File: config.mk
export PLATFORM = sky130hd
export DESIGN_NAME = fnd_scan_periph
export DESIGN_NICKNAME = d
export VERILOG_FILES = /design/src/rtl/fnd_pkg.sv /design/src/rtl/fnd_seg_decoder.sv /design/src/rtl/fnd_scan_periph.sv
export SDC_FILE = /design/constraint.sdc
export NUM_CORES = 1
export LEC_CHECK = 0
export CAP_MARGIN = 20
export CORE_AREA = 3 3 100 102
export DETAILED_ROUTE_END_ITERATION = 16
export DIE_AREA = 0 0 103 105
export HOLD_SLACK_MARGIN = 0.1
export PLACE_DENSITY = 0.71
export RECOVER_POWER = 25
export SLEW_MARGIN = 20
export SYNTH_ARGS = -nofsm -noshare
export SYNTH_HDL_FRONTEND = slang
export SYNTH_HIERARCHICAL = 1
export SYNTH_SLANG_ARGS = --single-unit
export TNS_END_PERCENT = 30
File: constraint.sdc
create_clock -name PCLK -period 2.7 [get_ports PCLK]
set_clock_uncertainty 0.1 [all_clocks]
set_input_delay 0.27 -clock PCLK [delete_from_list [all_inputs] [get_ports PCLK]]
set_output_delay 0.27 -clock PCLK [all_outputs]
set_load 0.1 [all_outputs]
File: src/rtl/fnd_pkg.sv
// fnd_pkg: shared definitions for the FND scan peripheral.
//   reg_sel_e  - register select decoded from PADDR[3:2]
//   FCR_EN/LZB - bit positions inside the control register
//   SEG_TABLE  - hex-to-7-segment table, active-low, segments a..g = bits 0..6
package fnd_pkg;

  typedef enum logic [1:0] {
    REG_FCR = 2'd0,   // control: EN, LZB
    REG_FMR = 2'd1,   // digit enable mask
    REG_FDR = 2'd2,   // packed digit nibbles
    REG_FPR = 2'd3    // decimal-point mask
  } reg_sel_e;

  localparam int FCR_EN  = 0;
  localparam int FCR_LZB = 1;

  // Entry n holds the segment code for nibble value n (packed, index 15 first).
  localparam logic [15:0][6:0] SEG_TABLE = {
    7'h0E, 7'h06, 7'h21, 7'h46,   // F E D C
    7'h03, 7'h08, 7'h10, 7'h00,   // B A 9 8
    7'h78, 7'h02, 7'h12, 7'h19,   // 7 6 5 4
    7'h30, 7'h24, 7'h79, 7'h40    // 3 2 1 0
  };

endpackage

File: src/rtl/fnd_seg_decoder.sv
// fnd_seg_decoder: combinational nibble to active-low 7-segment code.
//   nibble in  4  hex digit value
//   seg    out 7  segments a..g = bits 0..6, active-low
module fnd_seg_decoder
  import fnd_pkg::*;
(
  input  logic [3:0] nibble,
  output logic [6:0] seg
);

  assign seg = SEG_TABLE[nibble];

endmodule

File: src/rtl/fnd_scan_periph.sv
// fnd_scan_periph: APB-programmed multiplexed 7-segment display scanner.
//   PCLK/PRESET        clock, asynchronous active-high reset
//   PADDR..PREADY      zero-wait-state APB slave, four word registers
//   fnd_comm [ND-1:0]  digit select, active-low, registered
//   fnd_font [7:0]     segments a..g + dp (bit 7), active-low, registered
module fnd_scan_periph
  import fnd_pkg::*;
#(
  parameter int NUM_DIGITS = 4,
  parameter int CLK_DIV    = 100_000
) (
  input  logic                  PCLK,
  input  logic                  PRESET,
  input  logic [3:0]            PADDR,
  input  logic [31:0]           PWDATA,
  input  logic                  PWRITE,
  input  logic                  PENABLE,
  input  logic                  PSEL,
  output logic [31:0]           PRDATA,
  output logic                  PREADY,
  output logic [NUM_DIGITS-1:0] fnd_comm,
  output logic [7:0]            fnd_font
);

  localparam int IDX_W = (NUM_DIGITS > 1) ? $clog2(NUM_DIGITS) : 1;
  localparam int CNT_W = $clog2(CLK_DIV);
  localparam int DW    = 4 * NUM_DIGITS;

  logic [1:0]            fcr;
  logic [NUM_DIGITS-1:0] fmr;
  logic [DW-1:0]         fdr;
  logic [NUM_DIGITS-1:0] fpr;

  logic en, lzb, access, wr;
  reg_sel_e sel;

  assign en     = fcr[FCR_EN];
  assign lzb    = fcr[FCR_LZB];
  assign sel    = reg_sel_e'(PADDR[3:2]);
  assign access = PSEL & PENABLE;
  assign wr     = access & PWRITE;
  assign PREADY = access;

  // ---------------- APB register file ----------------
  always_ff @(posedge PCLK or posedge PRESET) begin
    if (PRESET) begin
      fcr <= '0;
      fmr <= '0;
      fdr <= '0;
      fpr <= '0;
    end else if (wr) begin
      case (sel)
        REG_FCR: fcr <= PWDATA[1:0];
        REG_FMR: fmr <= PWDATA[NUM_DIGITS-1:0];
        REG_FDR: fdr <= PWDATA[DW-1:0];
        REG_FPR: fpr <= PWDATA[NUM_DIGITS-1:0];
        default: ;
      endcase
    end
  end

  // Read data is zero-extended and only driven during a selected read.
  always_comb begin
    PRDATA = '0;
    if (PSEL && !PWRITE) begin
      case (sel)
        REG_FCR: PRDATA[1:0]            = fcr;
        REG_FMR: PRDATA[NUM_DIGITS-1:0] = fmr;
        REG_FDR: PRDATA[DW-1:0]         = fdr;
        REG_FPR: PRDATA[NUM_DIGITS-1:0] = fpr;
        default: PRDATA = '0;
      endcase
    end
  end

  // ---------------- prescaler and digit index ----------------
  logic [CNT_W-1:0] cnt;
  logic [IDX_W-1:0] idx;
  logic             tick;

  assign tick = (cnt == CNT_W'(CLK_DIV - 1));

  // Held at zero while disabled so re-enabling always starts from digit 0.
  always_ff @(posedge PCLK or posedge PRESET) begin
    if (PRESET) begin
      cnt <= '0;
      idx <= '0;
    end else if (!en) begin
      cnt <= '0;
      idx <= '0;
    end else if (tick) begin
      cnt <= '0;
      idx <= (idx == IDX_W'(NUM_DIGITS - 1)) ? '0 : idx + IDX_W'(1);
    end else begin
      cnt <= cnt + CNT_W'(1);
    end
  end

  // ---------------- per-digit decode ----------------
  logic [NUM_DIGITS-1:0][6:0] seg_all;
  logic [NUM_DIGITS-1:0]      lz_blank;

  for (genvar g = 0; g < NUM_DIGITS; g++) begin : g_dig
    fnd_seg_decoder u_dec (
      .nibble (fdr[4*g +: 4]),
      .seg    (seg_all[g])
    );
    // Digit g is a leading zero when it and every more significant nibble is 0.
    if (g == 0) begin : g_lsd
      assign lz_blank[g] = 1'b0;
    end else begin : g_msd
      assign lz_blank[g] = lzb && (fdr[DW-1:4*g] == '0);
    end
  end

  // ---------------- registered display outputs ----------------
  always_ff @(posedge PCLK or posedge PRESET) begin
    if (PRESET) begin
      fnd_comm <= '1;
      fnd_font <= 8'hFF;
    end else begin
      fnd_comm <= '1;
      fnd_font <= 8'hFF;
      if (en && fmr[idx]) begin
        fnd_comm[idx] <= 1'b0;
        if (!lz_blank[idx])
          fnd_font <= {~fpr[idx], seg_all[idx]};
      end
    end
  end

endmodule

==> flow_metrics.tcl, run 1 <==
set metrics [dict create \
    cts.sinks 57 \
    cts_buffer_depth 2 \
    rsz0062_at_grt "false" \
    reg2reg_depth 6 \
    dieArea_mm2 0.01082 \
    fp.coreArea_mm2 0.009196 \
    path_class "reg -> reg" \
    yosys_warnings 6 \
    final_cell_mix "45 x dfrtp_1, 42 x nor2_1, 33 x ha_1" \
    dr.pass1.iters 4 \
    fillers 816 \
    io_buffers 51 \
    worstPathRequired_ns 2.87 \
    fin_hold_ws_ns 0.3968 \
    start_kind "flip-flop" \
    clkLatencyLatePin_ns 0.35 \
    die_height_um 105 \
    syn_inst 378 \
    synth.distinct_cells 51 \
    h-tree-depth 3 \
    status "complete, no violations" \
    drt_iter0_drc 136 \
    cts_hold_buf 0 \
    wl_per_cell_um 15.79 \
    finalSetupViolCount 0 \
    finalSetupTns_ns 0 \
    leakagePower_nw 2.147 \
    grt_util_all_layers_pct 16.82 \
    placementRows 35 \
    postCtsSetupBuffers 0 \
    period_share_pct 88.08 \
    path_clk_slew_ns 0.07 \
    final_common_cell "dfrtp_1" \
    drt-total-wl_um 8636 \
    vias_per_cell 5.247 \
    fin_area_mm2 0.005015 \
    drive_above_1_share_pct 28.21 \
    slew_viol_final 0 \
    synth_seq_cells 57 \
    syn_to_final_growth_pct 21.57 \
    crit_arrival_ns 2.54 \
    n_antenna_cell 0 \
    io_pins 86 \
    finalHoldViolations 0 \
    worst_pin_slew_ns 0.9090 \
    place.gp.congestion 0.7860 \
    crit_path_end_kind "flip-flop" \
    chipWidth_um 103 \
    drc 0 \
    ys_seq_area_share_pct 34.94 \
    antenna_found_initial 0 \
    tritoncts "built" \
    start_util_pct 44.86 \
    grt_pass1_vias 2872 \
    vias 2870 \
    hold_path_class "in -> async" \
    final_net_count 505 \
    cts_buffers 9 \
    grt_max_degree 39 \
    synth_area_mm2 0.004125 \
    grt_overflow 0 \
    dpl_cell_area_mm2 0.004810 \
    dp_hpwl_um 6396 \
    cts.repair.resized 0 \
    ant_nets 0 \
    root_buffer "clkbuf_8" \
    synth_area_per_cell_um2 10.91 \
    drv_cap 0 \
    grt_pass1_wl_um 14350 \
    vdd_drop_max_uv 261.2 \
    min_period_ns 2.378 \
    total_power_mw 3.456 \
    power_density_mw_per_mm2 689.1 \
    crit_fanout 8 \
    relSlewSlack_pct 39.40 \
    max_freq_ghz 0.4205 \
]
worst paths after layout:
check	start	endpoint	slack, ns
worst max-delay path	fdr[9]	fnd_font[3]	0.32
worst min-delay path	PRESET	fdr[8]	0.40
worst max register to register	fdr[9]	fnd_font[3]	0.32
worst min register to register	cnt[0]	cnt[0]	0.40
max in group asynchronous	PRESET	fpr[3]	0.75
min in group PCLK	cnt[0]	cnt[0]	0.40
where the power goes:
group          internal, mW  switching [mW]  leakage [nW]  total (mW)
sequential            0.992           0.197         0.709        1.19
combinational         0.579           0.783          1.32        1.36
clock                 0.543           0.361         0.113       0.904
total                  2.11            1.34          2.15        3.46
per-layer routing:
metal	vias up	GRT usage (%)	wire, um	part of all wire [%]
met4	0	4.995	104	1.2
met5	-	0	0	0
li1	1417	-	-	-
met3	11	3.672	360	4.2
met1	1385	22.73	3976	46
met2	57	26.81	4194	49
per-stage QoR:
step / util [%] / instances / setup WS (ns)
floorplan: - / 393 / 0.2359
global placement: 52.30 / 531 / 0.4239
detailed placement: 52.30 / 531 / 0.3305
CTS: 54.69 / 547 / 0.3093
global route: 54.53 / 547 / 0.2163
finish: 54.53 / 547 / 0.3219
registers in the layout, indices dropped and copies added, names as in the netlist:
register	flops
fnd_comm	4
idx	2
fdr	16
fnd_font	8
fcr	2
fmr	4
fpr	4
cnt	17
critical path, cell delays in order (launching register included):
cell,delay [ns]
dfrtp_1,0.48
inv_1,0.16
ha_1,0.30
inv_1,0.05
mux4_1,0.52
mux4_2,0.47
or2_1,0.23
area by class of cell:
cell class / instances / area, um^2 / share of cell area (%)
flip-flops and latches: 57 / 1441 / 28.74
clock inverters: 5 / 78.83 / 1.572
repair buffers: 60 / 703.2 / 14.02
clock buffers: 11 / 141.4 / 2.819
inverters: 17 / 63.81 / 1.272
multi-input cells: 286 / 2447 / 48.80
well taps: 111 / 138.9 / 2.769
cells by family (layout without fill, tap and decap cells):
group / after synthesis / count (layout) / share of synthesized area, %
fa+ha+maj: 33 / 33 / 10.01
other cells: 1 / 16 / 0.09090
xor+xnor: 13 / 13 / 2.760
compound gates: 37 / 37 / 6.673
flops: 57 / 57 / 34.94
buf+inv: 50 / 93 / 7.097
mux: 64 / 64 / 21.41
simple gates: 123 / 123 / 17.02
synth_stat cells, drive strengths merged:
| cell | instances | share of area (%) |
|---|---|---|
| dfrtp | 45 | 27 |
| nor2 | 43 | 4.0 |
| ha | 33 | 10 |
| mux2 | 32 | 8.7 |
| buf | 31 | 5.4 |
| inv | 17 | 1.5 |
| mux2i | 17 | 4.1 |
| mux4 | 15 | 8.6 |
| nand2 | 15 | 1.4 |
| and2 | 14 | 2.2 |
| dfstp | 12 | 7.6 |
| o21ai | 10 | 1.3 |
| a21oi | 8 | 0.97 |
| a22o | 8 | 1.7 |
| or2 | 7 | 1.1 |
| xnor2 | 7 | 1.5 |
| nand3 | 6 | 1.0 |
| nand4 | 6 | 1.2 |
| xor2 | 6 | 1.3 |
| a32o | 4 | 0.97 |
| and2b | 4 | 0.85 |
| nor3 | 4 | 0.73 |
| nor4 | 4 | 0.61 |
| or3b | 4 | 0.85 |
| and4 | 3 | 0.70 |
| nand2b | 3 | 0.46 |
| nor2b | 3 | 0.46 |
| a22oi | 2 | 0.36 |
| clkbuf | 2 | 0.18 |
| o31ai | 2 | 0.36 |
| or4 | 2 | 0.36 |
| a31oi | 1 | 0.15 |
| and3 | 1 | 0.15 |
| and4bb | 1 | 0.30 |
| conb | 1 | 0.091 |
| nor4b | 1 | 0.36 |
| o211ai | 1 | 0.18 |
| o41ai | 1 | 0.67 |
| or3 | 1 | 0.15 |
| or4b | 1 | 0.24 |
No activity file was read; power rests on OpenSTA's default activity.
==> run 2: changes to the inputs <==
--- a/config.mk
+++ b/config.mk
@@ -12,9 +12,9 @@
 export HOLD_SLACK_MARGIN = 0.1
 export PLACE_DENSITY = 0.71
 export RECOVER_POWER = 25
+export SETUP_SLACK_MARGIN = 0.3
 export SLEW_MARGIN = 20
 export SYNTH_ARGS = -nofsm -noshare
 export SYNTH_HDL_FRONTEND = slang
 export SYNTH_HIERARCHICAL = 1
 export SYNTH_SLANG_ARGS = --single-unit
-export TNS_END_PERCENT = 30
==> run 2 against run 1 <==
  * Power increased by 0.42%
  * First-iteration DRC count decreased by 8.8%
  * Count of clock-buffer cells in the layout decreased by 2
  * Via count increased by 0.52%
  * Worst hold slack got worse by 0.013 ns
  * Sequential share of layout area about the same
  * Wire length decreased by 0.94%
  * Die area unchanged
  * Register-to-register slack improved by 0.08 ns
==> flow_metrics.tcl, run 2 (synthesized netlist as in run 1, its figures left out) <==
set metrics [dict create \
    clkLatencyLatePin_ns 0.34 \
    tritoncts "built" \
    grt_max_degree 39 \
    chipWidth_um 103 \
    worstPathRequired_ns 2.87 \
    final_core_util_pct 54.69 \
    top_regs "cnt (17), fdr (16), fnd_font (8)" \
    grt_util_all_layers_pct 16.57 \
    relSlewSlack_pct 38.20 \
    power_density_mw_per_mm2 689.9 \
    vias 2885 \
    setup_ws_ns 0.4005 \
    crit_chain "inv_1 -> ha_1 -> inv_1 -> mux4_1 -> mux4_2 -> or2_1" \
    drt-total-wl_um 8555 \
    cpMaxStageDelayCell "mux4_1" \
    multi_input_area_mm2 0.002452 \
    crit_fanout 8 \
    hold_path_class "in -> async" \
    cts_hold_buf 0 \
    die_height_um 105 \
    max_stage_delay_ns 0.49 \
    fillers 773 \
    vdd_drop_max_uv 261.4 \
    dieArea_mm2 0.01082 \
    start_util_pct 44.86 \
    antenna_found_initial 0 \
    finalSetupTns_ns 0 \
    rrSetupSlack_ns 0.40 \
    drc 0 \
    reg2reg_depth 6 \
    final_cell_mix "42 x nor2_1, 42 x dfrtp_1, 33 x ha_1" \
    h-tree-depth 3 \
    grt_pass1_wl_um 14170 \
    path_class "reg -> reg" \
    path_clk_slew_ns 0.07 \
    grt_overflow 0 \
    worst_pin_slew_ns 0.9270 \
    io_buffers 51 \
    start_kind "flip-flop" \
    crit_family "multiplexers" \
    cts_buffers 9 \
    rsz0062_at_grt "false" \
    ant_nets 0 \
    finalSetupViolCount 0 \
    place.gp.congestion 0.7894 \
    cp_common_cell "inv_1" \
    status "complete, no violations" \
    final_net_count 505 \
    leakagePower_nw 2.142 \
    io_pins 86 \
    placementRows 35 \
    period_share_pct 85.17 \
    largest_reg_flops 17 \
    cts_buffer_depth 2 \
    finalHoldViolations 0 \
    slew_viol_final 0 \
    syn_to_final_growth_pct 21.93 \
    pre_cts_slack_ns 0.3447 \
    dr.pass1.iters 4 \
    crit_arrival_ns 2.47 \
    seqCellArea_mm2 0.001445 \
    grt_pass1_vias 2854 \
    vias_per_cell 5.274 \
    fp.coreArea_mm2 0.009196 \
    drv_cap 0 \
    drive_above_1_share_pct 29.59 \
    path_buf_inv 2 \
    root_buffer "clkbuf_8" \
    drt_iter0_drc 124 \
    wl_per_cell_um 15.64 \
    crit_path_end_kind "flip-flop" \
    n_antenna_cell 0 \
    min_period_ns 2.300 \
    r2r-start "fdr[5]" \
    regMostFlops "cnt" \
    dp_hpwl_um 6310 \
    reg2reg_to "fnd_font[3]" \
    max_freq_ghz 0.4349 \
    cts.sinks 57 \
]
[run 2: final cells by class]
cell class	count	area share (%)
clock inverter	7	2.040
sequential	57	28.73
multi-input combinational	286	48.76
tap	111	2.761
timing repair buffer	60	13.98
clock buffer	9	2.463
inverter	17	1.269
[run 2: how the worst max path moves through the flow]
stage | endpoint | depth (start not counted) | startpoint
after detailed placement | fnd_font[3] | 6 | fdr[9]
after floorplan | PRDATA[2] | 4 | PADDR[2]
after global placement | fnd_font[3] | 6 | fdr[4]
after CTS | fnd_font[3] | 6 | fdr[9]
final | fnd_font[3] | 6 | fdr[5]
after global routing | fnd_font[3] | 6 | fdr[5]
[run 2: stage by stage]
step	std cells	total power [mW]	cell area, um^2	hold WS [ns]
floorplan	393	2.272	4187	0.3205
CTS	547	3.495	5041	0.1553
finish	547	3.470	5030	0.3835
global placement	531	2.521	4815	0.3743
global route	547	3.674	5030	0.4233
detailed placement	531	2.570	4815	0.4123
[run 2: timing repair]
item	CTS	global route
setup buffers	0	0
endpoints found under the setup margin	0	1
resized for setup	0	3
[run 2: report_power, final]
group | leakage (nW) | switching [mW] | internal [mW] | total [mW]
logic | 1.33 | 0.788 | 0.580 | 1.37
registers | 0.706 | 0.198 | 0.994 | 1.19
clock network | 0.110 | 0.382 | 0.528 | 0.911
total | 2.14 | 1.37 | 2.10 | 3.47
[run 2: worst register-to-register path: cells and delay by family (launching register included)]
family / cells / cell delay (ns)
DFF: 1 / 0.47
buffers and inverters: 2 / 0.20
and+or+nand+nor: 1 / 0.21
adders and majority gates: 1 / 0.30
muxes: 2 / 0.96
[run 2: layer usage]
layer  routed length [um]  vias up  GRT usage [%]
met3                  349       11          3.738
met5                    0        -              0
met2                 4080       61          25.34
li1                     -     1412              -
met4                  118        0          5.088
met1                 4006     1401          23.25
==> run 3: changes to the inputs <==
--- a/config.mk
+++ b/config.mk
@@ -13,6 +13,7 @@
 export PLACE_DENSITY = 0.71
 export RECOVER_POWER = 25
 export SETUP_SLACK_MARGIN = 0.3
+export SKIP_CTS_REPAIR_TIMING = 1
 export SLEW_MARGIN = 20
 export SYNTH_ARGS = -nofsm -noshare
 export SYNTH_HDL_FRONTEND = slang
==> constraint.sdc (replaced) <==
create_clock -name PCLK -period 2.6 [get_ports PCLK]
set_clock_uncertainty 0.1 [all_clocks]
set_input_delay 0.26 -clock PCLK [delete_from_list [all_inputs] [get_ports PCLK]]
set_output_delay 0.26 -clock PCLK [all_outputs]
set_load 0.1 [all_outputs]
==> run 3 against run 2 <==
  * Power grew 2.2%
  * Cell area is 0.40% higher
  * Clock power shrank 4.4%
  * Setup slack lost 0.016 ns
  * Worst hold slack better by 0.0041 ns
  * Wire length grew 2.7%
  * Register-to-register slack worse by 0.02 ns
  * Sequential share of layout area down 0.089 points
  * Largest cell class unchanged
==> flow_metrics.tcl, run 3 (synthesized netlist as in run 1, its figures left out) <==
set metrics [dict create \
    clkLatencyLatePin_ns 0.34 \
    crit_family "multiplexers" \
    crit_fanout 8 \
    dieArea_mm2 0.01082 \
    finalSetupViolCount 0 \
    slew_viol_final 0 \
    finalSetupTns_ns 0 \
    drive_above_1_share_pct 30.91 \
    grt_max_degree 58 \
    max_stage_delay_ns 0.47 \
    reg2reg_to "fnd_font[3]" \
    cpMaxStageDelayCell "mux4_1" \
    min_period_ns 2.215 \
    crit_chain "inv_1 -> ha_1 -> inv_1 -> mux4_1 -> mux4_2 -> or2_1" \
    top_regs "cnt (17), fdr (16), fnd_font (8)" \
    grt_util_all_layers_pct 17.09 \
    reg2reg_depth 6 \
    drt_iter0_drc 107 \
    crit_path_end_kind "flip-flop" \
    ant_nets 0 \
    place.gp.congestion 0.7819 \
    io_buffers 51 \
    grt_overflow 0 \
    final_core_util_pct 54.91 \
    max_freq_ghz 0.4514 \
    largest_reg_flops 17 \
    status "complete, no violations" \
    final_common_cell "dfrtp_1" \
    r2r-start "fdr[5]" \
    crit_arrival_ns 2.39 \
    chipWidth_um 103 \
    cts_buffer_depth 2 \
    h-tree-depth 3 \
    path_buf_inv 2 \
    power_density_mw_per_mm2 702.2 \
    syn_to_final_growth_pct 22.41 \
    antenna_found_initial 0 \
    fin_hold_ws_ns 0.3876 \
    start_kind "flip-flop" \
    start_util_pct 44.86 \
    die_height_um 105 \
    cp_common_cell "inv_1" \
    leakagePower_nw 2.163 \
    relSlewSlack_pct 3.416 \
    rsz0062_at_grt "false" \
    n_antenna_cell 0 \
    rrSetupSlack_ns 0.38 \
    cts.sinks 57 \
    vdd_drop_max_uv 276.1 \
    hold_path_class "reg -> reg" \
    hold_start "cnt[0]" \
    drv_cap 0 \
    io_pins 86 \
    fp.coreArea_mm2 0.009196 \
    tritoncts "built" \
    fillers 794 \
    regMostFlops "cnt" \
    worst_pin_slew_ns 1.449 \
    grt_pass1_vias 2976 \
    wl_per_cell_um 15.95 \
    grt_pass1_wl_um 14680 \
    worstPathRequired_ns 2.77 \
    hold_end "cnt[0]" \
    total_power_mw 3.546 \
    path_clk_slew_ns 0.07 \
    hold_depth 1 \
    root_buffer "clkbuf_8" \
    final_net_count 509 \
    dr.pass1.iters 4 \
    drc 0 \
    vias_per_cell 5.312 \
    vias 2927 \
    placementRows 35 \
    cts_buffers 9 \
    dp_hpwl_um 6286 \
    final_cell_mix "41 x dfrtp_1, 40 x nor2_1, 33 x ha_1" \
    drt-total-wl_um 8788 \
    period_share_pct 85.20 \
    finalHoldViolations 0 \
    path_class "reg -> reg" \
]
==> run 3: changes by cell type in the layout (fill, tap and decap cells not counted) <==
cell | before | now
nor2_1 | 42 | 40
clkdlybuf4s50_1 | 21 | 19
clkinv_1 | 0 | 1
inv_1 | 17 | 16
bufinv_16 | 2 | 1
dfrtp_1 | 42 | 41
inv_6 | 2 | 0
clkinvlp_4 | 1 | 2
dfrtp_2 | 3 | 4
nor2_2 | 1 | 3
clkbuf_8 | 9 | 10
buf_4 | 21 | 25
clkinv_2 | 0 | 1
dlymetal6s2s_1 | 0 | 2
==> run 3: final cells by class <==
type	instances	area, um^2	area share (%)
Clock buffer	10	137.6	2.725
Clock inverter	6	67.56	1.338
Inverter	17	63.81	1.264
Multi-Input combinational cell	286	2457	48.66
Sequential cell	57	1446	28.64
Tap cell	111	138.9	2.750
Timing Repair Buffer	64	738.2	14.62
==> run 3: stage by stage <==
stage                     setup slack, ns  area [um^2]  cells
after global routing               0.3043         5050    551
final                              0.3848         5050    551
after floorplan                    0.3078         4192    393
after detailed placement           0.2711         4815    532
after global placement             0.3054         4815    532
after CTS                          0.2567         5020    548
==> run 3: where the power goes <==
group	leakage (nW)	total, mW	internal [mW]	switching, mW
Clock	0.0985	0.871	0.470	0.401
Sequential	0.704	1.22	1.03	0.187
Combinational	1.36	1.45	0.619	0.836
Total	2.16	3.55	2.12	1.42
==> run 3: how the worst max path moves through the flow <==
stage,endpoint,from,slack [ns],depth (start not counted)
floorplan,fdr[0],PSEL,0.31,5
global placement,fnd_font[3],fdr[4],0.31,6
detailed placement,fnd_font[3],fdr[4],0.27,6
CTS,fnd_font[3],fdr[4],0.26,6
global route,fnd_font[3],fdr[5],0.30,6
finish,fnd_font[3],fdr[5],0.38,6
==> run 3: layer usage <==
metal	GRT usage, %	part of all wire [%]	vias to the layer above
met5	0	0	-
met4	4.995	1.3	0
met3	3.071	3.8	12
met2	26.86	49	81
met1	23.91	46	1422
li1	-	-	1412
